--- src/rtl/mult_div_unit.sv ---
// Sequential unsigned multiply/divide unit feeding the register file write port.
//
// One iteration per clock. MULU is shift-add (LSB-first), DIVU is restoring
// division (MSB-first). Both share one accumulator pair so the final HI/LO
// load is the same for either operation.
//
// Ports:
//   clk, rst_n     clock, asynchronous active-low reset
//   start          request, accepted only while idle
//   op             0 = MULU, 1 = DIVU
//   operandA       multiplicand / dividend
//   operandB       multiplier / divisor
//   destReg        register receiving LO on completion
//   busy           high while iterating
//   done           one-cycle completion pulse
//   divByZero      valid with done; DIVU with operandB = 0
//   hi, lo         MULU: product high/low; DIVU: remainder/quotient
//   regWrite       write-back strobe (suppressed for register zero)
//   regWriteNum    write-back register number
//   writeData      write-back data, equals lo
module mult_div_unit #(
  parameter int unsigned WIDTH  = 16,
  parameter int unsigned ADDR_W = 3
) (
  input  logic              clk,
  input  logic              rst_n,
  input  logic              start,
  input  logic              op,
  input  logic [WIDTH-1:0]  operandA,
  input  logic [WIDTH-1:0]  operandB,
  input  logic [ADDR_W-1:0] destReg,
  output logic              busy,
  output logic              done,
  output logic              divByZero,
  output logic [WIDTH-1:0]  hi,
  output logic [WIDTH-1:0]  lo,
  output logic              regWrite,
  output logic [ADDR_W-1:0] regWriteNum,
  output logic [WIDTH-1:0]  writeData
);

  localparam int unsigned CntW = $clog2(WIDTH);

  typedef enum logic [1:0] {StIdle, StRun, StDone} state_e;

  state_e              state_q, state_d;
  logic                op_q;
  logic [WIDTH-1:0]    opnd_q;    // multiplicand (MULU) or divisor (DIVU)
  logic [WIDTH:0]      acc_hi_q;  // product high half or partial remainder
  logic [WIDTH-1:0]    acc_lo_q;  // multiplier/product low half or dividend/quotient
  logic [WIDTH-1:0]    hi_q, lo_q;
  logic [ADDR_W-1:0]   dest_q;
  logic                dbz_q;
  logic [CntW-1:0]     cnt_q;

  logic                accept, div_zero, last_iter;
  logic [WIDTH-1:0]    mul_add;
  logic [WIDTH:0]      mul_sum, div_shift, div_trial;
  logic                div_ge;
  logic [WIDTH:0]      iter_hi;
  logic [WIDTH-1:0]    iter_lo;

  assign accept    = (state_q == StIdle) && start;
  assign div_zero  = op && (operandB == '0);
  assign last_iter = (state_q == StRun) && (cnt_q == CntW'(WIDTH - 1));

  // One iteration of whichever operation is in flight.
  always_comb begin
    mul_add   = acc_lo_q[0] ? opnd_q : '0;
    mul_sum   = {1'b0, acc_hi_q[WIDTH-1:0]} + {1'b0, mul_add};
    div_shift = {acc_hi_q[WIDTH-1:0], acc_lo_q[WIDTH-1]};
    div_ge    = div_shift >= {1'b0, opnd_q};
    div_trial = div_shift - {1'b0, opnd_q};
    if (op_q) begin
      iter_hi = div_ge ? div_trial : div_shift;
      iter_lo = {acc_lo_q[WIDTH-2:0], div_ge};
    end else begin
      // Shift the 33-bit {carry, hi, lo} right by one after the conditional add.
      iter_hi = {1'b0, mul_sum[WIDTH:1]};
      iter_lo = {mul_sum[0], acc_lo_q[WIDTH-1:1]};
    end
  end

  always_ff @(posedge clk or negedge rst_n) begin
    if (!rst_n) begin
      state_q <= StIdle;
    end else begin
      state_q <= state_d;
    end
  end

  always_comb begin
    state_d = state_q;
    unique case (state_q)
      StIdle: if (start) state_d = div_zero ? StDone : StRun;
      StRun:  if (last_iter) state_d = StDone;
      StDone: state_d = StIdle;
      default: state_d = StIdle;
    endcase
  end

  always_ff @(posedge clk or negedge rst_n) begin
    if (!rst_n) begin
      op_q     <= 1'b0;
      opnd_q   <= '0;
      acc_hi_q <= '0;
      acc_lo_q <= '0;
      hi_q     <= '0;
      lo_q     <= '0;
      dest_q   <= '0;
      dbz_q    <= 1'b0;
      cnt_q    <= '0;
    end else if (accept) begin
      op_q     <= op;
      dest_q   <= destReg;
      dbz_q    <= div_zero;
      cnt_q    <= '0;
      opnd_q   <= op ? operandB : operandA;
      acc_lo_q <= op ? operandA : operandB;
      acc_hi_q <= '0;
      if (div_zero) begin
        hi_q <= operandA;
        lo_q <= '1;
      end
    end else if (state_q == StRun) begin
      acc_hi_q <= iter_hi;
      acc_lo_q <= iter_lo;
      cnt_q    <= cnt_q + CntW'(1);
      if (last_iter) begin
        hi_q <= iter_hi[WIDTH-1:0];
        lo_q <= iter_lo;
      end
    end
  end

  always_comb begin
    busy        = (state_q == StRun);
    done        = (state_q == StDone);
    regWrite    = (state_q == StDone) && (dest_q != '0);
    regWriteNum = dest_q;
    divByZero   = dbz_q;
    hi          = hi_q;
    lo          = lo_q;
    writeData   = lo_q;
  end

endmodule
--- config.mk ---
export PLATFORM = sky130hd
export DESIGN_NAME = mult_div_unit
export DESIGN_NICKNAME = d
export VERILOG_FILES = /design/src/rtl/mult_div_unit.sv
export SDC_FILE = /design/constraint.sdc
export NUM_CORES = 1
export LEC_CHECK = 0
export ABC_CLOCK_PERIOD_IN_PS = 8200
export CORE_MARGIN = 3
export CORE_UTILIZATION = 35
export DETAILED_ROUTE_END_ITERATION = 12
export PLACE_DENSITY = 0.59
export SLEW_MARGIN = 40
export SYNTH_ARGS = -nofsm -noshare
export SYNTH_HDL_FRONTEND = slang
export SYNTH_SLANG_ARGS = --single-unit
--- constraint.sdc ---
create_clock -name clk -period 8.2 [get_ports clk]
set_input_delay 1.64 -clock clk [delete_from_list [all_inputs] [get_ports clk]]
set_output_delay 1.64 -clock clk [all_outputs]
set_load 0.1 [all_outputs]
== Word level (Yosys, flattened, before mapping) ==
Cells that the tools add are included.
Cells by class
  add/sub/neg operators: 3
  order comparisons: 1
  eq/ne operators: 6
  mux-type cells: 24
  reductions and logical operators: 11
Operators by type and width (number)
  16-bit two-way mux: 18
  16-bit by 16-bit adder with 17-bit output: 1
  17-bit by 16-bit greater-or-equal comparator with 1-bit output: 1
  16-bit zero test: 1
  16-bit subtractor: 1
  4-bit two-way mux: 2
  2-bit two-way mux: 3
  4-bit by 1-bit adder with 4-bit output, second input constant: 1
  4-bit equality test, second input constant: 1
  1-bit logical AND: 4
  2-bit by 1-bit != test with 1-bit output, second input constant: 2
  2-bit case mux with 2 select lines: 1
  2-bit nonzero test: 2
  3-bit AND reduction: 1
  3-bit nonzero test: 1
  2-bit by 1-bit equality test with 1-bit output, second input constant: 1
  2-bit equality test, second input constant: 1
  2-bit zero test: 1
  2-bit != test, second input constant: 1
  2-bit AND reduction: 1
Word-level totals
  register bits after elaboration: 91

== Depth between registers and ports, before layout ==
  depth in word-level cells: 6
  depth in mapped cells: 11

== Least setup slack after synthesis ==
Ideal clock, no wire load.
  kind: flip-flop to output port
  start: register state_q[0]
  end: output port regWrite
  arrival: 2.734 ns
  required time: 6.560 ns
  setup slack: 3.826 ns
  cell stages (with the launch flop): 3
  cells stage by stage: dfrtp_1 nor2b_1 o31a_1
On the way
  longest elaborated chain between the ends: 2
RTL lines
  from (decl): line 46  | state_e state_q, state_d;
  from (signal assigned): line 86  | state_q <= StIdle;
  from (signal assigned): line 88  | state_q <= state_d;
  2-bit equality test
  via done: line 33  | output logic done,
  1-bit logical AND: line 139  | regWrite = (state_q == StDone) && (dest_q != '0);
  to (decl): line 37  | output logic regWrite,
The timed path passes the listed nets, and every way through them passes these cells.

== Final worst setup path ==
  start: input port operandB[1]
  end: register hi_q[11], in the netlist hi[11]
On the way
  longest elaborated chain between the ends: 4
RTL lines
  from (decl): line 30  | input logic [WIDTH-1:0] operandB,
  16-bit zero test: line 64  | assign div_zero = op && (operandB == '0);
  1-bit logical AND: line 64
  2-bit by 1-bit != test with 1-bit output (no line)
  3-bit AND reduction (no line)
  to (signal assigned): line 122  | hi_q <= operandA;
  to (signal assigned): line 130  | hi_q <= iter_hi[WIDTH-1:0];
  to (decl): line 51  | logic [WIDTH-1:0] hi_q, lo_q;
No other way between the ends.
A chain may end at the register's enable or synchronous reset.

==> results.py <==
metrics = {
    "run_status": {
        "status": "finished clean",
    },
    "global_route": {
        "grt_max_degree": 62,
        "grt.total_usage_pct": 20.2,
        "grt_antenna_before_repair": 0,
        "first_global_vias": 5560,
        "grt_pass1_wl_mm": 32.0,
        "grt.overflow.total": 0,
    },
    "detailed_routing": {
        "ant_nets": 0,
        "dr_total_vias": 5861,
        "vias_per_cell": 5.82,
        "wl_per_cell_um": 20.3,
        "drtIter0Drc": 584,
        "drt_first_pass_iters": 5,
        "wl_mm": 20.4,
        "drcViolationCount": 0,
    },
    "timing": {
        "final.min_clock_period_ns": 4.20,
        "max_freq_mhz": 238,
        "rsz0062_at_grt": "no",
        "maxSlewViolCount": 0,
        "min_period_over_period_pct": 51.2,
        "setup_tns_ns": 0,
        "fin_skew_ns": 0.00792,
        "finalSetupViolCount": 0,
        "hold_viol": 0,
        "maxSlewHeadroom_pct": 45.1,
        "tightest_slew_ns": 0.822,
    },
    "layout": {
        "drive_above_1_share_pct": 13.3,
        "antenna_cells": 0,
        "nets": 851,
        "nFillCells": 1727,
        "syn_to_final_growth_pct": 16.7,
    },
    "placed_design": {
        "finalWeightedCongestion": 0.884,
        "port_buffers": 93,
        "hpwl_mm": 15.3,
    },
    "yosys": {
        "ys_warn_count": 0,
        "ys_seq_area_share_pct": 35.6,
        "syn_nets": 794,
        "async_flop_share_pct": 100,
        "synth_edf_count": 0,
        "synth_cell_types": 69,
        "synth_cells": 720,
        "synth_seq_cells": 91,
        "syn_area_um2": 6390,
        "synth_ff_type": "dfrtp_1",
        "syn_area_per_cell_um2": 8.87,
    },
    "worst_setup_path": {
        "r2r_slack_ns": 4.78,
        "r2r_start": "acc_hi_q[7]$_DFFE_PN0P_",
        "crit_path_cell_trace": "clkdlybuf4s50_1 > nor4_1 > nand4_1 > nor4b_2 > a21oi_1 > buf_4 > inv_1 > and3_1 > a221oi_1 > o21ai_0",
        "reg2regPathDepth": 8,
        "worstSetupPathType": "in -> reg",
        "r2r_end": "hi[1]$_DFFE_PN0P_",
        "cp-end-kind": "flip-flop",
        "worstPathRequired_ns": 8.47,
        "critPathSlowestCell": "inv_1",
        "critPathMaxStageDelay_ns": 0.57,
        "startpoint_type": "input port",
        "crit_arrival_ns": 4.47,
        "cp_max_fo": 23,
    },
    "worst_hold_path": {
        "hp-start": "divByZero$_DFFE_PN0P_",
        "min_to": "divByZero$_DFFE_PN0P_",
        "whs_path_depth": 2,
        "hp-class": "reg -> reg",
    },
    "clock_network": {
        "post_cts_resized": 0,
        "cts.sinks": 91,
        "tritoncts": "built",
        "ctsHtreeMaxLevel": 3,
        "cts_hold_buf": 0,
        "cts_buffers": 9,
        "cts_buffer_depth": 2,
        "cts-root-buf": "clkbuf_16",
        "postCtsSetupRepairBufs": 0,
        "clkTransAtPathRegs_ns": 0.07,
        "clk_latency_ns": 0.34,
    },
    "floorplanning": {
        "io_pins": 94,
        "die_x_um": 141,
        "start_util_pct": 36.3,
        "die_area_um2": 19900,
        "die_h_um": 141,
        "core_area_um2": 17600,
        "rows": 48,
    },
    "job": {
        "maxCapViolCount": 0,
    },
}
## final cells by class
type | count | area (um2) | area share [%]
clock buffers | 10 | 239 | 3.21
clock inverters | 6 | 95.1 | 1.28
inverters | 27 | 101 | 1.36
multi-input cells | 545 | 3720 | 50.0
flip-flops and latches | 91 | 2280 | 30.5
well taps | 225 | 282 | 3.78
repair buffers | 103 | 736 | 9.87
## Yosys cell counts (all sizes together), types with 5 or more instances
cell / count / share of area (%)
a211o: 14 / 1.9
a211oi: 6 / 0.90
a21o: 11 / 1.3
a21oi: 49 / 3.9
a22oi: 5 / 0.59
a31oi: 26 / 2.5
and2: 18 / 1.8
buf: 26 / 2.7
clkbuf: 31 / 1.8
dfrtp: 91 / 36
ha: 33 / 6.5
inv: 27 / 1.6
mux2: 5 / 1.0
mux2i: 50 / 8.0
nand2: 42 / 2.5
nand3: 33 / 2.6
nand4: 6 / 0.59
nor2: 70 / 4.2
nor3: 6 / 0.47
o211ai: 7 / 0.82
o21a: 5 / 0.59
o21ai: 56 / 4.4
or3: 7 / 0.69
xnor2: 11 / 1.5
xor2: 8 / 1.1
## kinds of logic (layout without fill, tap and decap cells)
group           after synthesis  count (layout)  share of synthesized area [%]
simple gates                204             204                           15.1
fa+ha+maj                    35              35                           7.09
mux                          55              55                           9.03
xor+xnor                     19              19                           2.60
flops                        91              91                           35.6
compound gates              232             232                           24.3
buf+inv                      84             146                           6.15
## routing by layer
metal | share of wire, % | GRT usage, % | routed length, um | up-vias
met2 | 44 | 30.3 | 9030 | 228
met3 | 6.7 | 3.39 | 1360 | 30
met5 | 0 | 0 | 0 | -
li1 | - | - | - | 2762
met1 | 47 | 30.2 | 9680 | 2841
met4 | 1.8 | 4.95 | 367 | 0
## metrics by stage
| step | instance area [um2] | worst slack [ns] | instances | hold slack [ns] | utilization, % |
|---|---|---|---|---|---|
| after global routing | 7450 | 3.77 | 1007 | 0.527 | 42.4 |
| after floorplan | 6390 | 3.83 | 720 | 0.458 | - |
| after detailed placement | 7100 | 3.64 | 990 | 0.470 | 40.4 |
| after global placement | 7370 | 3.72 | 990 | 0.470 | 41.9 |
| final | 7450 | 4.00 | 1007 | 0.481 | 42.4 |
| after CTS | 7430 | 4.00 | 1006 | 0.486 | 42.2 |
## state kept, by name (all words and copies together) (netlist names)
name,cells
acc_hi_q,16
acc_lo_q,16
hi,16
lo,16
opnd_q,16
cnt_q,4
regWriteNum,3
state_q,2
divByZero,1
op_q,1
## worst max-delay path: cells and delay by family
kind | cells | cell delay, ns
AND/OR/NAND/NOR | 4 | 1.21
buffers and inverters | 3 | 1.33
AO/OA/AOI/OAI | 3 | 0.27
## worst max path at each step
| stage | start | endpoint | depth (start not counted) | slack, ns |
|---|---|---|---|---|
| global route | operandB[1] | hi[11]$_DFFE_PN0P_ | 10 | 3.77 |
| global placement | operandB[2] | hi[11]$_DFFE_PN0P_ | 10 | 3.72 |
| CTS | operandB[2] | hi[11]$_DFFE_PN0P_ | 10 | 4.00 |
| floorplan | state_q[0]$_DFFE_PN0P_ | regWrite | 2 | 3.83 |
| detailed placement | operandB[2] | hi[11]$_DFFE_PN0P_ | 10 | 3.64 |
| finish | operandB[1] | hi[11]$_DFFE_PN0P_ | 10 | 4.00 |
## layout by cell type, fill, tap and decap left out, drive strengths merged, types with 10 or more instances in the layout
cell and instances:
a211o 14, a21o 11, a21oi 49, a31oi 26, and2 18, buf 67, clkbuf 10, clkdlybuf4s50 36
dfrtp 91, ha 33, inv 29, mux2i 50, nand2 42, nand3 33, nor2 70, o21ai 56
xnor2 11
Power is left out: the tool's default activity adds up to more than one toggle a clock period on the data nets, which glitch-free logic cannot reach.
